[src/rtl/xcprt_uart.sv]
// Debug character printer: bus-written bytes are queued in a small FIFO and
// shifted out as 8N1 UART frames; a status word lets firmware poll for space.
module xcprt_uart #(
  parameter int CLK_DIV = 868,
  parameter int FIFO_AW = 4,
  parameter int ADDR_W  = 2
) (
  input  logic              clk,
  input  logic              rst,
  input  logic              sel,
  input  logic              we,
  input  logic [ADDR_W-1:0] addr,
  input  logic [31:0]       data_in,
  output logic [31:0]       data_out,
  output logic              tx
);
  localparam int DEPTH = 1 << FIFO_AW;
  localparam logic [15:0] BAUD_MAX = 16'(CLK_DIV - 1);
  localparam logic [FIFO_AW:0] FULL_CNT = (FIFO_AW+1)'(DEPTH);

  typedef enum logic [1:0] {IDLE, START, DATA, STOP} state_t;
  state_t state, state_nx;

  logic [7:0]         mem [DEPTH];
  logic [FIFO_AW-1:0] wr_ptr, rd_ptr;
  logic [FIFO_AW:0]   count;
  logic [7:0]         shift;
  logic [2:0]         bitcnt;
  logic [15:0]        baud;
  logic               ovf, full, busy, push_req, push, pop, ovf_clr, bit_end, tx_nx;
  logic               unused_bits;

  assign unused_bits = ^data_in[31:8];
  assign full     = (count == FULL_CNT);
  assign busy     = (state != IDLE) || (count != '0);
  assign push_req = sel && we && (addr == ADDR_W'(0));
  assign push     = push_req && !full;
  assign ovf_clr  = sel && we && (addr == ADDR_W'(1)) && data_in[0];
  assign bit_end  = (state != IDLE) && (baud == BAUD_MAX);

  always_ff @(posedge clk) begin
    if (rst) state <= IDLE;
    else     state <= state_nx;
  end

  always_comb begin
    state_nx = state;
    case (state)
      IDLE:  if (count != '0) state_nx = START;
      START: if (bit_end) state_nx = DATA;
      DATA:  if (bit_end && bitcnt == 3'd7) state_nx = STOP;
      STOP:  if (bit_end) state_nx = IDLE;
      default: state_nx = IDLE;
    endcase
  end

  // tx_nx is registered into tx, so the line lags the state by one cycle.
  always_comb begin
    pop   = 1'b0;
    tx_nx = 1'b1;
    case (state)
      IDLE:  pop   = (count != '0);
      START: tx_nx = 1'b0;
      DATA:  tx_nx = shift[0];
      default: tx_nx = 1'b1;
    endcase
  end

  always_ff @(posedge clk) begin
    if (push) mem[wr_ptr] <= data_in[7:0];
  end

  always_ff @(posedge clk) begin
    if (rst) begin
      tx     <= 1'b1;
      count  <= '0;
      wr_ptr <= '0;
      rd_ptr <= '0;
      ovf    <= 1'b0;
      baud   <= '0;
      bitcnt <= '0;
      shift  <= '0;
    end else begin
      tx <= tx_nx;
      if (push) wr_ptr <= wr_ptr + 1'b1;
      if (pop) begin
        rd_ptr <= rd_ptr + 1'b1;
        shift  <= mem[rd_ptr];
      end else if (state == DATA && bit_end) begin
        shift <= {1'b0, shift[7:1]};
      end
      case ({push, pop})
        2'b10:   count <= count + 1'b1;
        2'b01:   count <= count - 1'b1;
        default: count <= count;
      endcase
      // a dropped push outranks a clear in the same cycle
      if (push_req && full) ovf <= 1'b1;
      else if (ovf_clr)     ovf <= 1'b0;
      if (state == IDLE || bit_end) baud <= '0;
      else                          baud <= baud + 1'b1;
      if (state == START)                 bitcnt <= '0;
      else if (state == DATA && bit_end)  bitcnt <= bitcnt + 1'b1;
    end
  end

  always_comb begin
    data_out = '0;
    if (sel && !we && addr == ADDR_W'(1)) begin
      data_out[0]           = busy;
      data_out[1]           = full;
      data_out[2]           = ovf;
      data_out[FIFO_AW+8:8] = count;
    end
  end
endmodule

[config.mk]
export PLATFORM = sky130hd
export DESIGN_NAME = xcprt_uart
export DESIGN_NICKNAME = d
export VERILOG_FILES = /design/src/rtl/xcprt_uart.sv
export SDC_FILE = /design/constraint.sdc
export NUM_CORES = 1
export LEC_CHECK = 0
export CAP_MARGIN = 20
export CORE_ASPECT_RATIO = 1.1
export CORE_MARGIN = 4
export CORE_UTILIZATION = 60
export DETAILED_ROUTE_END_ITERATION = 16
export PLACE_DENSITY = 0.8
export SKIP_CTS_REPAIR_TIMING = 1
export SYNTH_ARGS = -nofsm -noshare
export SYNTH_HDL_FRONTEND = slang
export SYNTH_SLANG_ARGS = --single-unit
[constraint.sdc]
create_clock -name clk -period 9.3 [get_ports clk]
set_input_delay 2.79 -clock clk [delete_from_list [all_inputs] [get_ports clk]]
set_output_delay 2.79 -clock clk [all_outputs]
set_load 0.005 [all_outputs]
==> reports/qor.txt <==
Area Growth Syn to Fin: 11.3%
detailed-route via count: 3999
Cell Pwr Density: 248 mW/mm^2
vias in the first global route: 4092
Critical path origin: sel
CP Class: in -> out
reg2reg start: count[1]
CTS tree: built
Avg Vias per Cell: 5.84
hold path startpoint: baud[0]
Yosys reg bits: 176
clock sink total: 176
Clock Latency Late Sink: 0.42 ns
Rows: 42
Sum Neg Setup Slack: 0 ns
placed insts: 652
TritonCTS Buffers: 17
final WL: 12900 um
Synth area leader: edfxtp_1
P_leak: 0.00282 uW
Root Driver: clkbuf_16
outcome: complete, no violations
crit-path max FO: 8
largest net degree at the start of global routing: 35
placed cell area: 0.00780 mm^2
initial antenna violation count: 0
crit path DAT: 4.46 ns
ANT nets after route: 0
CP Launch Type: input pin
number of diodes: 0
Synth Flop Type: edfxtp_1
met2 Use GR: 32.3%
dpl ws: 2.03 ns
Post-layout nets: 570
I/O pin count: 71
Worst Path Required: 6.51 ns
Tmin final: 7.25 ns
commonest non-fill, non-tap cell in the layout: edfxtp_1
Synthesis Warnings: 0
worst setup margin: 2.05 ns
met1 Usage GRT: 24.4%
Gate Count Post-Synth: 494
maximum vdd drop: 0.000177 V
Mean Syn Cell Area: 15.4 um^2
post-DR wirelength/cell: 18.9 um
Achievable Freq: 138 MHz
largest cells by area after synthesis: edfxtp_1, dfxtp_1, mux4_2, mux4_1, nor2_1
Hold Path Class: reg -> reg
Design Area, Final: 0.00844 mm^2
final core utilization: 69.2%
period utilisation layout: 78.0%
chip height: 126 um
PortBufs: 22
Remaining Overflow, GRT: 0
Crit. End Element: output port
RSZ-0062 raised after global routing: no
post-synth top area share: 50.7%
Final Hold Fails: 0
async set-or-reset flop fraction in the synthesized netlist: 0%
Post-synth EDFFs: 128
# setup viols final: 0
Core Area: 0.0122 mm^2
die footprint: 0.0145 mm^2
slew at the pin with the worst max-slew slack: 0.891 ns
Die X: 115 um
first-pass GRT wire length: 21100 um
Cell Area, Synth: 0.00758 mm^2
Worst slew margin: 40.4%
skew final: 0.00659 ns
share of layout cells above drive strength 1: 14.1%
max cap viols: 0
M3 GR Usage: 4.32%
fin cells: 685
Clock Pin Slew Worst Setup and Hold Paths: 0.07 ns
1st-iter DRT viols: 331
drt pass-1 iters: 5
Tot GR Track Use: 19.1%
CTS H-tree depth: 4
sequential fraction of the synthesis area: 63.4%
commonest cells after routing, fill and taps aside: edfxtp_1, nor2_1, dfxtp_1
Longest Clk Path Bufs: 2
post-synth cell types: 56
drt drc: 0
Slew Limit Fails: 0
GPL Wtd Cong: 0.786
grt peak-use layer: met2
hpwl dp: 8770 um
Initial Util: 62.2%
through the flow:
stage	total power [uW]	hold WS, ns
after floorplan	1290	0.430
after global placement	1340	0.441
after detailed placement	1360	0.455
after CTS	2100	0.472
after global routing	2190	0.495
final	2090	0.468
state kept, by name (all words and copies together) (netlist names), named ones only:
name    cells
shift       8
rd_ptr      4
mem       128
bitcnt      3
ovf         1
count       5
state       2
tx          1
baud       16
wr_ptr      4
logic make-up after synthesis:
logic type      share of synthesized area [%]
compound gates                           3.09
simple gates                             9.39
buf+inv                                  4.74
other cells                            0.0494
xor+xnor                                 2.77
fa+ha+maj                                2.31
flops                                    63.4
mux                                      14.3
worst max-delay path: stages:
cell             delay [ns]
clkdlybuf4s50_1        0.49
nor2b_1                0.21
and3b_1                0.30
and2_1                 0.17
clkdlybuf4s50_1        0.51
routing by layer:
| metal | vias to the layer above | part of all wire, % |
|---|---|---|
| li1 | 1878 | - |
| met1 | 2010 | 41 |
| met2 | 89 | 54 |
| met3 | 22 | 3.9 |
| met4 | 0 | 1.5 |
| met5 | - | 0 |
worst paths after layout:
check,slack [ns],endpoint,cells past startpoint
worst max register to register,5.97,count[4],11
worst min-delay path,0.47,baud[0],1
worst max-delay path,2.05,data_out[2],5
worst min register to register,0.47,baud[0],1
layout make-up:
cell class,count,area [um^2]
sequential,176,4810
inverter,9,33.8
clock inverter,15,199
clock buffer,17,425
tap,154,193
fill,822,3750
timing repair buffer,28,278
multi-input combinational,286,2510
where the power goes:
group	switching (uW)	internal (uW)
registers	46.1	877
logic	223	206
clock network	309	432
synthesized netlist by cell type, types with 2 or more instances:
library cell	count
edfxtp_1	128
ha_1	14
a31oi_1	5
nand3_1	10
o22ai_1	2
a22o_1	4
or3_1	2
nor2b_1	4
buf_8	2
nor3_1	9
o21ai_0	4
nand3b_1	4
mux4_2	25
nand2_1	25
xnor2_1	8
and3_1	3
nand4b_1	2
dfxtp_1	48
nand2b_1	5
inv_1	8
mux4_1	15
a21oi_1	7
buf_1	4
nor2_1	54
nand4_1	3
mux2_1	2
buf_4	24
and2_1	6
mux2_2	4
and3b_1	2
xor2_1	16
mux2i_1	6
nor4_1	4
buf_6	3
clkbuf_1	11
(Power assumes the default switching activity.)
